File: config.mk
export PLATFORM = sky130hd
export DESIGN_NAME = tensor_core_job_sequencer
export DESIGN_NICKNAME = d
export VERILOG_FILES = /design/src/rtl/tensor_core_job_sequencer.sv
export SDC_FILE = /design/constraint.sdc
export NUM_CORES = 1
export LEC_CHECK = 0
export CAP_MARGIN = 20
export CORE_ASPECT_RATIO = 0.7
export CORE_MARGIN = 2
export CORE_UTILIZATION = 30
export DETAILED_ROUTE_END_ITERATION = 16
export PLACE_DENSITY_LB_ADDON = 0.1
export SETUP_SLACK_MARGIN = 0.15
export SLEW_MARGIN = 0
export SYNTH_ARGS = -nofsm -noshare
export SYNTH_HDL_FRONTEND = slang
export SYNTH_SLANG_ARGS = --single-unit
export TNS_END_PERCENT = 30
File: constraint.sdc
create_clock -name clock_in -period 2.4 [get_ports clock_in]
set_clock_uncertainty 0.2 [all_clocks]
set_input_delay 0.36 -clock clock_in [delete_from_list [all_inputs] [get_ports clock_in]]
set_output_delay 0.36 -clock clock_in [all_outputs]
set_load 0.005 [all_outputs]
File: src/rtl/tensor_core_job_sequencer.sv
// tensor_core_job_sequencer: streams 18 operand bytes into the register file, kicks the tensor core, drains 9 result pairs.
// Optional feature macro: TENSOR_JOB_SEQ_ABORT_EN adds abort_in, which returns any active job to IDLE.
module tensor_core_job_sequencer #(
  parameter int DATA_WIDTH = 8
) (
  input  logic                         clock_in,
  input  logic                         reset_n_in,
  input  logic                         start_in,
`ifdef TENSOR_JOB_SEQ_ABORT_EN
  input  logic                         abort_in,
`endif
  output logic                         busy_out,
  output logic                         done_out,
  input  logic                         load_valid_in,
  output logic                         load_ready_out,
  input  logic [DATA_WIDTH-1:0]        load_data_in,
  output logic                         rf_quad_write_enable_out,
  output logic [2:0]                   rf_quad_write_register_address_out,
  output logic [3:0][DATA_WIDTH-1:0]   rf_quad_write_data_out,
  output logic                         rf_non_bulk_write_enable_out,
  output logic [4:0]                   rf_non_bulk_write_register_address_out,
  output logic [DATA_WIDTH-1:0]        rf_non_bulk_write_data_out,
  output logic [3:0]                   rf_dual_read_register_address_out,
  input  logic [1:0][DATA_WIDTH-1:0]   rf_dual_read_data_in,
  output logic                         compute_start_out,
  input  logic                         compute_done_in,
  output logic                         result_valid_out,
  input  logic                         result_ready_in,
  output logic [1:0][DATA_WIDTH-1:0]   result_data_out
);
  typedef enum logic [2:0] {IDLE, LOAD, FLUSH, KICK, WAIT, DRAIN, DONE} state_e;
  state_e                       state_q;
  logic [4:0]                   cnt_q;
  logic [3:0]                   idx_q;
  logic [2:0][DATA_WIDTH-1:0]   stage_q;
  logic                         busy_q;
  logic                         done_q;
  logic                         start_q;
  logic                         quad_we_q;
  logic [2:0]                   quad_addr_q;
  logic [3:0][DATA_WIDTH-1:0]   quad_data_q;
  logic                         nb_we_q;
  logic [4:0]                   nb_addr_q;
  logic [DATA_WIDTH-1:0]        nb_data_q;
  logic                         abort;
  logic                         load_hs;
  logic                         result_hs;
`ifdef TENSOR_JOB_SEQ_ABORT_EN
  assign abort = abort_in && (state_q != IDLE);
`else
  assign abort = 1'b0;
`endif
  // An abort silences every strobe and handshake in the very cycle it is raised.
  assign load_ready_out = (state_q == LOAD) && (cnt_q < 5'd18) && !abort;
  assign result_valid_out = (state_q == DRAIN) && !abort;
  assign load_hs = load_valid_in && load_ready_out;
  assign result_hs = result_valid_out && result_ready_in;
  assign busy_out = busy_q;
  assign done_out = done_q && !abort;
  assign compute_start_out = start_q && !abort;
  assign rf_quad_write_enable_out = quad_we_q && !abort;
  assign rf_quad_write_register_address_out = quad_addr_q;
  assign rf_quad_write_data_out = quad_data_q;
  assign rf_non_bulk_write_enable_out = nb_we_q && !abort;
  assign rf_non_bulk_write_register_address_out = nb_addr_q;
  assign rf_non_bulk_write_data_out = nb_data_q;
  assign rf_dual_read_register_address_out = idx_q;
  assign result_data_out = rf_dual_read_data_in;
  // Job FSM: packs operands into quad/single writes, pulses start, waits for done, walks the dual-read index.
  always_ff @(posedge clock_in or negedge reset_n_in) begin
    if (!reset_n_in) begin
      state_q     <= IDLE;
      cnt_q       <= '0;
      idx_q       <= '0;
      stage_q     <= '0;
      busy_q      <= 1'b0;
      done_q      <= 1'b0;
      start_q     <= 1'b0;
      quad_we_q   <= 1'b0;
      quad_addr_q <= '0;
      quad_data_q <= '0;
      nb_we_q     <= 1'b0;
      nb_addr_q   <= '0;
      nb_data_q   <= '0;
    end else begin
      quad_we_q <= 1'b0;
      nb_we_q   <= 1'b0;
      start_q   <= 1'b0;
      done_q    <= 1'b0;
      if (abort) begin
        state_q <= IDLE;
        busy_q  <= 1'b0;
      end else begin
        case (state_q)
          IDLE: begin
            cnt_q <= '0;
            idx_q <= '0;
            if (start_in) begin
              state_q <= LOAD;
              busy_q  <= 1'b1;
            end
          end
          LOAD: if (load_hs) begin
            case (cnt_q[1:0])
              2'd0: stage_q[0] <= load_data_in;
              2'd1: stage_q[1] <= load_data_in;
              2'd2: stage_q[2] <= load_data_in;
              default: ;
            endcase
            cnt_q <= cnt_q + 5'd1;
            if (cnt_q >= 5'd16) begin
              nb_we_q   <= 1'b1;
              nb_addr_q <= cnt_q;
              nb_data_q <= load_data_in;
            end else if (cnt_q[1:0] == 2'd3) begin
              quad_we_q   <= 1'b1;
              quad_addr_q <= {1'b0, cnt_q[3:2]};
              quad_data_q <= {load_data_in, stage_q};
            end
            if (cnt_q == 5'd17) state_q <= FLUSH;
          end
          FLUSH: begin
            state_q <= KICK;
            start_q <= 1'b1;
          end
          KICK: state_q <= WAIT;
          WAIT: if (compute_done_in) state_q <= DRAIN;
          DRAIN: if (result_hs) begin
            if (idx_q == 4'd8) begin
              state_q <= DONE;
              done_q  <= 1'b1;
            end else begin
              idx_q <= idx_q + 4'd1;
            end
          end
          DONE: begin
            state_q <= IDLE;
            busy_q  <= 1'b0;
          end
          default: begin
            state_q <= IDLE;
            busy_q  <= 1'b0;
          end
        endcase
      end
    end
  end
endmodule

### After elaboration in Yosys (flattened, before gate mapping)

Index checks and enable logic that the tools add are counted.

* equal/unequal tests: 17
* $add $sub $neg: 2
* bitwise operators: 2
* reduce and logical (&&, ||, !) cells: 17
* magnitude comparators: 2
* mux-type cells: 25

Operators by type and width (number)
* 3-bit two-way mux: 6
* 3-bit one-hot mux with 6 select lines: 1
* 3-bit AND reduction: 5
* 1-bit two-way mux: 12
* 5-bit one-hot mux with 2 select lines: 1
* 4-bit two-way mux: 2
* 2-bit inequality test (second input constant): 4
* 4-bit one-hot mux with 2 select lines: 1
* 3-bit by 2-bit == test with 1-bit output (second input constant): 2
* 3-bit == test (second input constant): 2
* 2-bit by 1-bit inequality test with 1-bit output (second input constant): 3
* 6-bit AND reduction: 1
* 5-bit by 1-bit adder with 5-bit output (second input constant): 1
* 5-bit == test (second input constant): 1
* 5-bit greater-or-equal comparator (second input constant): 1
* 5-bit less-than comparator (second input constant): 1
* 5-bit two-way mux: 1
* 5-bit OR reduction: 1
* 4-bit by 1-bit adder with 4-bit output (second input constant): 1
* 2-bit == test (second input constant): 2
* 4-bit == test (second input constant): 1
* 2-bit AND reduction: 2
* 4-bit AND reduction: 1
* 2-bit nonzero test: 2
* other kinds (7): 10

* register bits after elaboration: 88
* word-level logic and storage cells: 83
* output and inout port bits: 75

### Logic depth before layout (Yosys ltp)

* depth after elaboration: 5
* depth in mapped cells: 6

### Worst setup path before layout

Ideal clock, no wire load.

* path type: register to register
* start: reg state_q[1]
* end: reg nb_data_q[3], in the netlist rf_non_bulk_write_data_out[3]
* clock period less this slack: 1.917 ns
* path buffers: 2
* arrival time: 1.592 ns
* slack: 0.483 ns
* setup time: 0.125 ns
* stages on the path, launching flop included: 6
* path through: dfrtp_1 or3b_1 buf_6 nand4bb_4 buf_6 mux2_4

* cells in the longest elaborated chain, start to end: 4

RTL lines
* from (decl): RTL line 32 `state_e state_q;`
* from (signal assigned): RTL line 72 `state_q <= IDLE;`
* from (signal assigned): RTL line 91 `state_q <= IDLE;`
* from (signal assigned): RTL line 99 `state_q <= LOAD;`
* 3-bit by 1-bit == test with 1-bit output *: RTL line 54, 94
* 1-bit logical AND: RTL line 54 `assign load_ready_out = (state_q == LOAD) && (cnt_q < 5'd18) && !abort;`
* 1-bit logical AND: RTL line 56 `assign load_hs = load_valid_in && load_ready_out;`
* 3-bit AND reduction (no line) *
* to (signal assigned): RTL line 114 `nb_data_q <= load_data_in;`
* to (decl): RTL line 44 `logic [DATA_WIDTH-1:0] nb_data_q;`

Every way passes the cells marked *; elsewhere a longest branch is shown, timed or not.
A chain may end at the register's enable or synchronous reset.

### Worst setup path after layout

* start: reg state_q[2]
* end: reg nb_data_q[3], in the netlist rf_non_bulk_write_data_out[3]

The elaborated chain is that of the path after synthesis.

==> results.txt <==
Outcome = finished clean
Diode count = 0
Critical path startpoint = state_q[2]
CP peak stage delay = 0.43 ns
CTS sink cnt = 88
Final-report max-slew violation count = 0
Max Freq = 467 MHz
RR Startpoint = state_q[2]
CP Max Fanout = 13
Fin. Hold Viols = 0
Synth area leader = dfrtp_1
Layout cells sized above 1 = 33.0%
Vias = 2,366
Netlist cell types = 44
Area Overhead vs Synth = 31.5%
Synthesized instance count = 271
RSZ-0062 raised after global routing = no
I/O Buffers = 71
Setup CP Type = flop to flop
HPWL after DPL = 5500 µm
Clock transition at the registers of the reported paths = 0.06 ns
Top post-synthesis cells by area = dfrtp_1, mux2_2, buf_4
CP Capture Type = flop
Sequential fraction of the synthesis area = 58.0%
Synth Register Bits = 88
CP max-delay cell = or3b_4
Number of flops mapped to enable cells by yosys = 0
DRT iter0 DRCs = 125
DR pass1 iterations = 4
Cell Pwr Density = 1280 mW/mm²
Primary FF master, synth = dfrtp_1
Crit path DAT = 2.15 ns
Peak VDD IR = 457 µV
CTS tree = built
First-pass GRT wire length = 13,500 µm
Routed Antenna Nets = 0
CP Data Required Time = 2.41 ns
H-tree levels = 3
Largest net degree at the start of global routing = 37
Nets = 381
Most common cell after layout, fill and taps aside = dfrtp_1
Mean Syn Cell Area = 14.0 µm²
Longest Clk Path Bufs = 2
Most frequent cells in the layout = dfrtp_1, clkdlybuf4s50_1, mux2_2
Starting Density = 30.7%
Ys Warns = 0
CP startpoint kind = flop
FP Rows = 34
Die outline height = 98.1 µm
Cell Area, Synth = 0.00379 mm²
Num CTS Buffers = 9
Root buffer cell = clkbuf_16
Die X = 138 µm
LEAKAGE = 2.18 nW
Class of the worst hold path = flop to flop
Grt total ovfl = 0
Min Tclk post-route = 2.14 ns
Syn nets = 307
Hold_ws = 0.265 ns
Setup tns final = 0 ns
Routed WL = 8220 µm
Final Cycle Share = 89.2%
Async set-reset flop share out of synthesis = 100%
DR DRC count = 0
RD Place Congestion = 0.775
Final Power = 0.00641 W
Initial antenna violation count = 0
Vias per cell = 4.64
Number of global-route vias before repair = 2,356
Core Footprint = 0.0124 mm²
CP cell instances = or3b_4 > buf_4 > nand4bb_4 > mux2_4
Die area = 0.0136 mm²
Hold path start = rf_non_bulk_write_register_address_out[4]
GRT Overall Usage = 12.7%
Area fraction of the dominant cell type after synthesis = 58.0%
Clk_lat worst skew = 0.33 ns
Max_cap viols = 0
Ports = 105
Final setup vio count = 0
DR WL/cell = 16.1 µm
## synthesized netlist by cell type, types with 4 or more instances
| master | count |
|---|---|
| dfrtp_1 | 88 |
| buf_4 | 17 |
| mux2_4 | 6 |
| nand2_1 | 5 |
| nor3_1 | 4 |
| ha_1 | 6 |
| inv_1 | 10 |
| mux2_2 | 61 |
| buf_2 | 6 |
| o31ai_1 | 5 |
| and3_1 | 4 |
| clkbuf_1 | 5 |
| nor2_1 | 5 |
## critical path: cells and delay by family, from the launching register on
family | cells | cell delay, ns
multiplexers | 1 | 0.39
buffers and inverters | 1 | 0.18
AND/OR/NAND/NOR | 2 | 0.86
flip-flops | 1 | 0.39
## layer usage
layer  GRT usage (%)  up-vias  wire [µm]
li1                -     1093          -
met1            19.5     1195       4310
met2            16.8       60       3360
met3            3.97       18        432
met4            4.24        0        114
met5               0        -          0
## layout make-up
type / instances / area, µm²
Sequential cell: 88 / 2210
Fill cell: 1172 / 7390
Clock inverter: 4 / 47.5
Inverter: 10 / 41.3
Tap cell: 162 / 203
Timing Repair Buffer: 93 / 897
Clock buffer: 10 / 229
Multi-Input combinational cell: 143 / 1370
## registers in the layout, summed over array words and instances, names as in the netlist, 2 cells and up
| name | count |
|---|---|
| stage_q | 24 |
| cnt_q | 5 |
| rf_quad_write_register_address_out | 2 |
| state_q | 3 |
| rf_quad_write_data_out | 32 |
| rf_dual_read_register_address_out | 4 |
| rf_non_bulk_write_register_address_out | 5 |
| rf_non_bulk_write_data_out | 8 |
## worst paths after layout
check / to / cells after the start / slack [ns]
worst max-delay path: rf_non_bulk_write_data_out[3] / 4 / 0.26
worst min-delay path: rf_non_bulk_write_register_address_out[4] / 1 / 0.26
worst max register to register: rf_non_bulk_write_data_out[3] / 4 / 0.26
worst min register to register: rf_non_bulk_write_register_address_out[4] / 1 / 0.26
max in group asynchronous: stage_q[23] / 3 / 1.12
min in group asynchronous: rf_quad_write_register_address_out[0] / 2 / 0.31
## metrics by stage
step                setup WS, ns  utilization (%)  instances  cell area [µm²]
global placement           0.164             37.4        489             4630
finish                     0.258             40.3        510             4990
global route               0.171             40.3        510             4990
CTS                        0.165             40.1        508             4960
detailed placement         0.182             37.4        489             4630
floorplan                  0.483                -        271             3790
## power breakdown
part	internal (W)	leakage (nW)	switching [W]
registers	0.00214	1.08	0.000400
clock network	0.000791	0.134	0.000536
logic	0.00163	0.970	0.000914
total	0.00456	2.18	0.00185
## cells by family after synthesis
logic type	synth area share, %
DFF	58.0
adders and majority gates	1.98
muxes	20.5
other	0.0988
buffers and inverters	6.23
AOI/OAI and AO/OA	4.62
and+or+nand+nor	8.57
## timing repair
action / CTS / global route
resized for setup: 7 / 4
hold buffers: 1 / 0
buffers inserted: 4 / 2
pin swaps: 1 / 0
setup endpoints to repair: 1 / 1
hold endpoints to repair: 30 / 0
Power figures use the tool's default switching activity.
